===== config.mk =====
export PLATFORM = sky130hd
export DESIGN_NAME = router_input_port
export DESIGN_NICKNAME = d
export VERILOG_FILES = /design/src/rtl/router_input_port.sv
export SDC_FILE = /design/constraint.sdc
export NUM_CORES = 1
export LEC_CHECK = 0
export BUFFER_PORTS_ARGS = -buffer_cell sky130_fd_sc_hd__buf_2
export CAP_MARGIN = 15
export CORE_ASPECT_RATIO = 1.25
export CORE_UTILIZATION = 57
export DETAILED_ROUTE_END_ITERATION = 10
export MAX_ROUTING_LAYER = met4
export PLACE_DENSITY = 0.76
export SYNTH_ARGS = -nofsm -noshare
export SYNTH_HDL_FRONTEND = slang
export SYNTH_SLANG_ARGS = --single-unit

===== constraint.sdc =====
create_clock -name CLK -period 3.59 [get_ports CLK]
set_clock_uncertainty 0.2 [all_clocks]
set_input_delay 0.1795 -clock CLK [delete_from_list [all_inputs] [get_ports CLK]]
set_output_delay 0.1795 -clock CLK [all_outputs]
set_load 0.05 [all_outputs]

===== src/rtl/router_input_port.sv =====
// router_input_port
//   One router input: buffers incoming flits in a small circular FIFO,
//   computes an XY (dimension-order) route for each head flit, and holds a
//   one-hot output request toward the input arbiter for the whole packet
//   (wormhole). On grant it dequeues one flit per cycle toward the crossbar
//   and returns a credit upstream for each dequeued flit.
//
// Ports
//   CLK        : clock, all state changes on the rising edge
//   RST_N      : synchronous reset, active-high despite the name
//   in_valid   : a flit is present on in_flit this cycle
//   in_flit    : incoming flit {head, tail, payload, dest_x, dest_y}
//   credit_out : one-cycle pulse for every flit handed to the crossbar
//   req        : one-hot request {west, south, east, north, local}
//   grant      : arbiter selected this input this cycle
//   out_valid  : out_flit carries a flit dequeued in the previous cycle
//   out_flit   : registered dequeued flit
//   count      : current FIFO occupancy
//   err        : sticky protocol error (overflow or headless flit in IDLE)

module router_input_port #(
  parameter int FLIT_W  = 32,
  parameter int DEPTH   = 4,
  parameter int COORD_W = 3,
  parameter int MY_X    = 0,
  parameter int MY_Y    = 0
) (
  input  logic                     CLK,
  input  logic                     RST_N,
  input  logic                     in_valid,
  input  logic [FLIT_W-1:0]        in_flit,
  output logic                     credit_out,
  output logic [4:0]               req,
  input  logic                     grant,
  output logic                     out_valid,
  output logic [FLIT_W-1:0]        out_flit,
  output logic [$clog2(DEPTH):0]   count,
  output logic                     err
);

  localparam int PTR_W = $clog2(DEPTH);
  localparam int CNT_W = PTR_W + 1;

  localparam logic [CNT_W-1:0]   FULL_CNT = CNT_W'(DEPTH);
  localparam logic [COORD_W-1:0] MY_X_C   = COORD_W'(MY_X);
  localparam logic [COORD_W-1:0] MY_Y_C   = COORD_W'(MY_Y);

  localparam logic [0:0] S_IDLE   = 1'b0;
  localparam logic [0:0] S_ACTIVE = 1'b1;

  // One-hot output port encodings
  localparam logic [4:0] P_LOCAL = 5'b00001;
  localparam logic [4:0] P_NORTH = 5'b00010;
  localparam logic [4:0] P_EAST  = 5'b00100;
  localparam logic [4:0] P_SOUTH = 5'b01000;
  localparam logic [4:0] P_WEST  = 5'b10000;

  logic [FLIT_W-1:0]  mem [DEPTH];
  logic [PTR_W-1:0]   wr_ptr;
  logic [PTR_W-1:0]   rd_ptr;
  logic [0:0]         state;
  logic [4:0]         route;

  logic [FLIT_W-1:0]  front;
  logic               front_head;
  logic               front_tail;
  logic [COORD_W-1:0] front_x;
  logic [COORD_W-1:0] front_y;
  logic               not_empty;
  logic               deq;
  logic               enq;
  logic               discard;
  logic               pop;
  logic               drop;
  logic               latch_route;
  logic [4:0]         route_calc;

  assign front      = mem[rd_ptr];
  assign front_head = front[FLIT_W-1];
  assign front_tail = front[FLIT_W-2];
  assign front_x    = front[2*COORD_W-1:COORD_W];
  assign front_y    = front[COORD_W-1:0];
  assign not_empty  = (count != '0);

  assign deq         = (state == S_ACTIVE) && grant && not_empty;
  // A full FIFO can still take a flit in the same cycle one leaves it.
  assign enq         = in_valid && ((count < FULL_CNT) || deq);
  assign drop        = in_valid && (count == FULL_CNT) && !deq;
  // A body/tail flit at the front while idle has no packet to belong to.
  assign discard     = (state == S_IDLE) && not_empty && !front_head;
  assign latch_route = (state == S_IDLE) && not_empty && front_head;
  assign pop         = deq || discard;

  // Request is asserted only while something is actually waiting, so the
  // arbiter sees a bubble as a dropped request rather than a stalled grant.
  assign req = ((state == S_ACTIVE) && not_empty) ? route : 5'b00000;

  // XY routing: resolve X first, then Y. The "less than" cases are written
  // as "not equal and not greater" so no compare folds to a constant when
  // the router sits at coordinate zero.
  always_comb begin
    route_calc = P_LOCAL;
    if (front_x > MY_X_C)
      route_calc = P_EAST;
    else if (front_x != MY_X_C)
      route_calc = P_WEST;
    else if (front_y > MY_Y_C)
      route_calc = P_NORTH;
    else if (front_y != MY_Y_C)
      route_calc = P_SOUTH;
  end

  // Flit storage carries no reset; occupancy alone decides what is valid.
  always_ff @(posedge CLK) begin
    if (enq)
      mem[wr_ptr] <= in_flit;
  end

  // Pointers and occupancy. Pointers wrap naturally since DEPTH is a
  // power of two.
  always_ff @(posedge CLK) begin
    if (RST_N) begin
      wr_ptr <= '0;
      rd_ptr <= '0;
      count  <= '0;
    end else begin
      if (enq)
        wr_ptr <= wr_ptr + 1'b1;
      if (pop)
        rd_ptr <= rd_ptr + 1'b1;
      count <= count + CNT_W'(enq) - CNT_W'(pop);
    end
  end

  // Packet state: a head at the front is routed while idle (no dequeue that
  // cycle); the tail leaving ends the packet.
  always_ff @(posedge CLK) begin
    if (RST_N) begin
      state <= S_IDLE;
      route <= 5'b00000;
    end else begin
      if (latch_route) begin
        route <= route_calc;
        state <= S_ACTIVE;
      end else if (deq && front_tail) begin
        state <= S_IDLE;
      end
    end
  end

  // Output register and credit return. Discarded flits earn no credit.
  always_ff @(posedge CLK) begin
    if (RST_N) begin
      out_valid  <= 1'b0;
      out_flit   <= '0;
      credit_out <= 1'b0;
    end else begin
      out_valid  <= deq;
      credit_out <= deq;
      if (deq)
        out_flit <= front;
    end
  end

  // Sticky error flag.
  always_ff @(posedge CLK) begin
    if (RST_N)
      err <= 1'b0;
    else if (drop || discard)
      err <= 1'b1;
  end

endmodule


==> reports/metrics.yaml, run 1 <==
route:
  routed_wl_um: 11700
  vias_per_cell: 5.56
  drc: 0
  firstDrtPassIters: 5
  vias: 3596
  postRouteAntennaNets: 0
  wl_per_cell_um: 18.1
  drtIter0Drc: 200
die:
  io_pins: 79
  core-area_sq_um: 11100
  die_area_sq_um: 11800
  die_width_um: 97.3
  floorplan.initialDensity_pct: 58.4
  rows: 43
  fp.dieH_um: 121
critical_path:
  r2r_cells: 8
  required_ns: 3.69
  r2r-start: "mem[3][31]"
  r2r_slack_ns: 0.94
  cp-endpoint: "count[2]"
  critical_path_class: "reg2reg"
  setup.worst_path.start: "mem[3][31]"
  crit_path_end_kind: "flop"
  cp.arrival_ns: 2.75
  crit_fanout: 6
  reg2reg_to: "count[2]"
  crit_path_start_kind: "flop"
timing:
  period_needed_ns: 2.65
  setup_viol: 0
  timing.final.hold_violations: 0
  max_freq_ghz: 0.377
  slew_violations: 0
  rsz0062_at_grt: "no"
  worst_pin_slew_ns: 0.857
  relSlewSlack_pct: 42.8
  worst_slack_ns: 0.939
  min_period_over_period_pct: 73.8
  setup_tns_ns: 0
finish:
  layout.nets: 541
  insertedDiodeCount: 0
  layout-drive-gt1-share_pct: 29.9
  area_growth_pct: 22.0
  fin_util_pct: 71.3
  final_cell_area_sq_um: 7900
power_and_ir_drop:
  power_w: 0.00557
  p_per_area_nw_per_um2: 705
  ir_drop_mv: 0.408
  p_leak_nw: 2.81
global_route:
  busiest_layer: "met2"
  use_met3_pct: 5.07
  grt_usage_pct: 22.1
  grt_use_met1_pct: 26.8
  grt_max_degree: 35
  grt_pass1_vias: 3616
  grt_pass1_wl_um: 18500
  gr-total-overflow: 0
  antenna_found_initial: 0
  grt_use_met2_pct: 36.0
clock_tree:
  cts-root-buf: "clkbuf_16"
  htree_levels: 4
  cts.path.max_buffers: 2
  clkSinkCount: 175
  cts_made_buffers: 17
  insertion_delay_ns: 0.43
  cts_tree: "built"
  path_clk_slew_ns: 0.06
place:
  numPortBuffers: 76
  dp_hpwl_um: 6710
  place_area_sq_um: 6950
  dpl_worst_slack_ns: 0.917
  place_congestion: 0.757
yosys:
  ys_top_cells_by_area: "edfxtp_1, dfxtp_1, mux4_2"
  synth.distinct_cells: 31
  synth_top_area_share_pct: 59.4
  syn_area_sq_um: 6480
  synth_largest_area_cell: "edfxtp_1"
  ys_ff_latch: 175
  ys_warn_count: 0
  ys_seq_area_share_pct: 73.9
  syn_area_per_cell_sq_um: 16.6
  syn_inst: 389
hold_path:
  hp-class: "in2reg"
outcome:
  status: "finished clean"
run:
  maxCapViolations: 0
[cell usage in the layout, fill, tap and decap left out, drive strengths merged, types with 2 or more instances in the layout]
| cell | instances |
|---|---|
| a21oi | 36 |
| a31o | 2 |
| and2 | 7 |
| buf | 81 |
| clkbuf | 26 |
| clkinv | 4 |
| conb | 2 |
| dfxtp | 47 |
| dlygate4sd3 | 33 |
| edfxtp | 128 |
| ha | 5 |
| inv | 7 |
| mux4 | 32 |
| nand2 | 68 |
| nor2 | 10 |
| nor2b | 3 |
| nor3 | 4 |
| o32ai | 2 |
| xnor2 | 4 |
[registers in the layout, indices dropped and copies added (netlist names), 2 cells and up, named ones only]
| register | count |
|---|---|
| wr_ptr | 2 |
| rd_ptr | 2 |
| out_flit | 32 |
| mem | 128 |
| count | 3 |
| route | 3 |
[through the flow]
stage / instances / hold WS, ns
4_1_cts: 647 / 0.00172
2_1_floorplan: 390 / 0.0784
5_1_grt: 647 / 0.0306
6_report: 647 / 0.0128
3_3_place_gp: 582 / 0.196
3_5_place_dp: 582 / 0.202
[layout make-up]
| cell class | instances | area (sq um) |
|---|---|---|
| tap | 135 | 169 |
| inverter | 5 | 18.8 |
| clock buffer | 26 | 584 |
| sequential | 175 | 4790 |
| multi-input combinational | 186 | 1560 |
| fill | 696 | 3180 |
| timing repair buffer | 114 | 748 |
| clock inverter | 6 | 36.3 |
[cell usage after synthesis]
cell type	count
edfxtp_1	128
nand2_1	68
dfxtp_1	47
a21oi_1	36
mux4_2	32
clkbuf_1	14
nor2_1	10
and2_1	7
buf_4	6
ha_1	5
inv_1	5
nor3_1	4
xnor2_1	4
nor2b_1	3
a31o_1	2
buf_2	2
o32ai_1	2
a21boi_2	1
buf_1	1
buf_6	1
conb_1	1
fa_1	1
mux2i_1	1
nand2b_1	1
nand4_1	1
nor3b_2	1
o21ai_1	1
o311a_1	1
o311ai_4	1
o31ai_4	1
xor2_1	1
[where the power goes]
group	leakage [nW]	internal, W	total [W]	switching [W]
clock	0.313	0.00112	0.00185	0.000725
combinational	0.941	0.000489	0.00119	0.000704
sequential	1.55	0.00242	0.00253	0.000109
total	2.81	0.00403	0.00557	0.00154
[worst min-delay path by stage]
stage          slack, ns  cells past startpoint        start    endpoint
2_1_floorplan       0.08                      0   in_flit[0]   mem[0][0]
3_3_place_gp        0.20                      1  in_flit[25]  mem[2][25]
3_5_place_dp        0.20                      1  in_flit[15]  mem[3][15]
4_1_cts            0.002                      2        RST_N   rd_ptr[0]
5_1_grt             0.03                      2        RST_N   rd_ptr[0]
6_report            0.01                      2        RST_N   out_valid
[metal layers]
metal	vias to the layer above	share of wire (%)
met3	11	4.3
met4	0	1.2
met1	1797	41
met2	120	53
met5	-	0
li1	1668	-
[timing repair]
item,in CTS,in global routing
setup buffers,0,0
hold buffers,33,0
resized for setup,0,0
hold endpoints to repair,129,0
[worst max-delay path: stages (launching register included)]
cell,delay [ns]
edfxtp_1,0.37
mux4_2,0.54
o31ai_4,0.33
xor2_1,0.12
ha_1,0.21
fa_1,0.38
xnor2_1,0.19
xnor2_1,0.14
nor2_1,0.06
[logic make-up (layout without fill, tap and decap cells)]
| family | count (synthesis) | count (layout) | synth area share (%) |
|---|---|---|---|
| multiplexers | 33 | 33 | 11.3 |
| XOR/XNOR | 5 | 5 | 0.676 |
| other | 1 | 2 | 0.0579 |
| flip-flops | 175 | 175 | 73.9 |
| AO/OA/AOI/OAI | 45 | 45 | 4.46 |
| AND/OR/NAND/NOR | 95 | 95 | 6.18 |
| adder cells (fa/ha/maj) | 6 | 6 | 1.28 |
| buffers and inverters | 29 | 151 | 2.18 |
Note: power is estimated with default switching activity, not from simulation.
==> run 2, diff against run 1 <==
CORE_UTILIZATION = 52   (was 57)
PLACE_DENSITY = 0.73   (was 0.76)
clock period = 2.3 ns   (was 3.59 ns; I/O delays follow)
==> run 2 against run 1 <==
  * The flow now finishes with violations (setup timing)
  * Worst setup slack lost 1.1 ns
  * Combinational power grew 74%
  * Hold slack gained 0.12 ns
  * First-iteration DRC count shrank 0.50%
  * Flip-flop and latch count is the same
  * Sequential power grew 55%
  * Largest power group unchanged
==> reports/metrics.yaml, run 2 (synthesis results as in run 1) <==
outcome:
  status: "finished with violations"
  violations: "setup timing"
timing:
  worst_slack_ns: -0.132  # -1.07 ns
  hold_ws_ns: 0.138  # +0.125 ns
  period_needed_ns: 2.43  # -0.218 ns
  min_period_over_period_pct: 106  # +32 points
  timing.final.hold_violations: 0  # unchanged
  setup_viol: 2  # +2
  slew_violations: 0  # unchanged
  setup_tns_ns: -0.199  # -0.199 ns
  relSlewSlack_pct: 37.7  # -5.1 points
  max_freq_ghz: 0.411  # +9.0%
  worst_pin_slew_ns: 0.934  # +0.0771 ns
  rsz0062_at_grt: "yes"
global_route:
  grt_max_degree: 33  # -5.7%
  grt_pass1_vias: 3865  # +6.9%
  antenna_found_initial: 0  # unchanged
  grt_pass1_wl_um: 19900  # +8.0%
  grt_usage_pct: 22.1  # -0.035 points
  gr-total-overflow: 0  # unchanged
hold_path:
  hold_depth: 5  # +3
  hp-class: "in2reg"
finish:
  fin_util_pct: 65.8  # -5.5 points
  top_regs: "mem x128, out_flit x32"
  layout.nets: 556  # +2.8%
  area_growth_pct: 23.6
  layout-drive-gt1-share_pct: 32.6  # +2.8 points
  finalNonFillerCells: 691  # +6.8%
  top_register: "mem"
  layout.cells.most_common: "edfxtp_1"
  final_cell_mix: "edfxtp_1, buf_2, nand2_1, dfxtp_1, a21oi_1"
  largest_reg_flops: 128  # unchanged
  insertedDiodeCount: 0  # unchanged
die:
  rows: 45  # +4.7%
  die_width_um: 102  # +4.6%
  die_area_sq_um: 12900  # +9.4%
  floorplan.initialDensity_pct: 53.3  # -5.2 points
  io_pins: 79  # unchanged
  core-area_sq_um: 12200  # +9.7%
  fp.dieH_um: 127  # +4.6%
clock_tree:
  cts_tree: "built"
  cts_made_buffers: 17  # unchanged
  insertion_delay_ns: 0.42  # about the same
  clkSinkCount: 175  # unchanged
  cts.path.max_buffers: 2  # unchanged
  cts-root-buf: "clkbuf_16"
  path_clk_slew_ns: 0.06  # about the same
  htree_levels: 4  # unchanged
power_and_ir_drop:
  p_per_area_nw_per_um2: 1080  # +53%
  ir_drop_mv: 0.702  # +72%
  p_sw_w: 0.00247  # +61%
  power_frac_clock_pct: 30.2  # -3.0 points
  p_comb_share_pct: 24.1  # +2.7 points
  swShare_pct: 28.7  # +1.1 points
  p_leak_nw: 2.83  # +0.98%
  power_frac_seq_pct: 45.7  # +0.3 points
  intPower_w: 0.00613  # +52%
place:
  dpl_worst_slack_ns: -0.153  # -1.07 ns
  place_congestion: 0.760  # +0.32%
  dp_hpwl_um: 7240  # +7.9%
  placedCellCount: 624  # +7.2%
  numPortBuffers: 76  # unchanged
route:
  wl_per_cell_um: 18.7  # +3.4%
  drtIter0Drc: 199  # -0.50%
  vias: 3686  # +2.5%
  postRouteAntennaNets: 0  # unchanged
  vias_per_cell: 5.33  # -4.0%
  routed_wl_um: 12900  # +10%
  firstDrtPassIters: 4  # -1
  drc: 0  # unchanged
critical_path:
  crit_path_end_kind: "flop"
  required_ns: 2.40  # -1.29 ns
  r2r_cells: 8  # unchanged
  critical_path_class: "reg2reg"
  cp.arrival_ns: 2.53  # -0.22 ns
  crit_path_start_kind: "flop"
  crit_fanout: 2  # -4
run:
  maxCapViolations: 0  # unchanged
run 2: changes by cell type in the layout (fill, tap and decap cells not counted), moves of 2 or more:
cell	delta
buf_4	+14
clkinvlp_4	+4
dfxtp_1	-4
clkbuf_16	-3
clkbuf_8	-3
dfxtp_2	+3
clkbuf_1	+2
inv_4	-2
run 2: path summary, 6_finish.rpt:
| path | startpoint | to | slack (ns) |
|---|---|---|---|
| max | flop | count[2] | -0.13 |
| min | grant | out_flit[0] | 0.14 |
| max reg2reg | flop | count[2] | -0.13 |
| min reg2reg | out_flit[31] | out_flit[31] | 0.26 |
run 2: metal layers:
layer	track usage (%)	vias to the layer above	part of all wire, %	wire, um
met1	26.4	1866	40	5160
met5	-	-	0	0
met4	9.83	0	1.9	245
met3	4.24	20	4.1	523
li1	-	1698	-	-
met2	36.4	102	54	6970
run 2: layout make-up:
| cell class | count | area [sq um] |
|---|---|---|
| Inverter | 5 | 18.8 |
| Tap cell | 164 | 205 |
| Sequential cell | 175 | 4790 |
| Fill cell | 875 | 4160 |
| Multi-Input combinational cell | 186 | 1580 |
| Clock buffer | 22 | 475 |
| Clock inverter | 10 | 62.6 |
| Timing Repair Buffer | 129 | 863 |
run 2: timing repair:
item                                    in CTS  in global routing
hold buffers                                34                  0
hold endpoints to repair                   137                  0
endpoints found under the setup margin       2                 65
setup buffers                                1                  0
resized for setup                            0                  0
run 2: worst max-delay path, cell delays in order (launching register included):
cell	delay, ns
dfxtp_2	0.34
mux4_2	0.55
o31ai_4	0.22
xor2_1	0.11
ha_2	0.19
fa_2	0.35
xnor2_2	0.18
xnor2_1	0.13
nor2_1	0.05
run 2: power by group through the flow:
stage / clock network [W] / registers [W] / logic [W]
floorplan: 0 / 0.00422 / 0.00130
global placement: 0 / 0.00397 / 0.00200
detailed placement: 0 / 0.00399 / 0.00203
CTS: 0.00264 / 0.00393 / 0.00210
global route: 0.00276 / 0.00396 / 0.00224
finish: 0.00260 / 0.00393 / 0.00207
run 2: through the flow:
stage / cell area [sq um] / power, W
CTS: 8000 / 0.00867
detailed placement: 7120 / 0.00602
global placement: 7120 / 0.00597
floorplan: 6530 / 0.00552
finish: 8000 / 0.00860
global route: 8000 / 0.00896
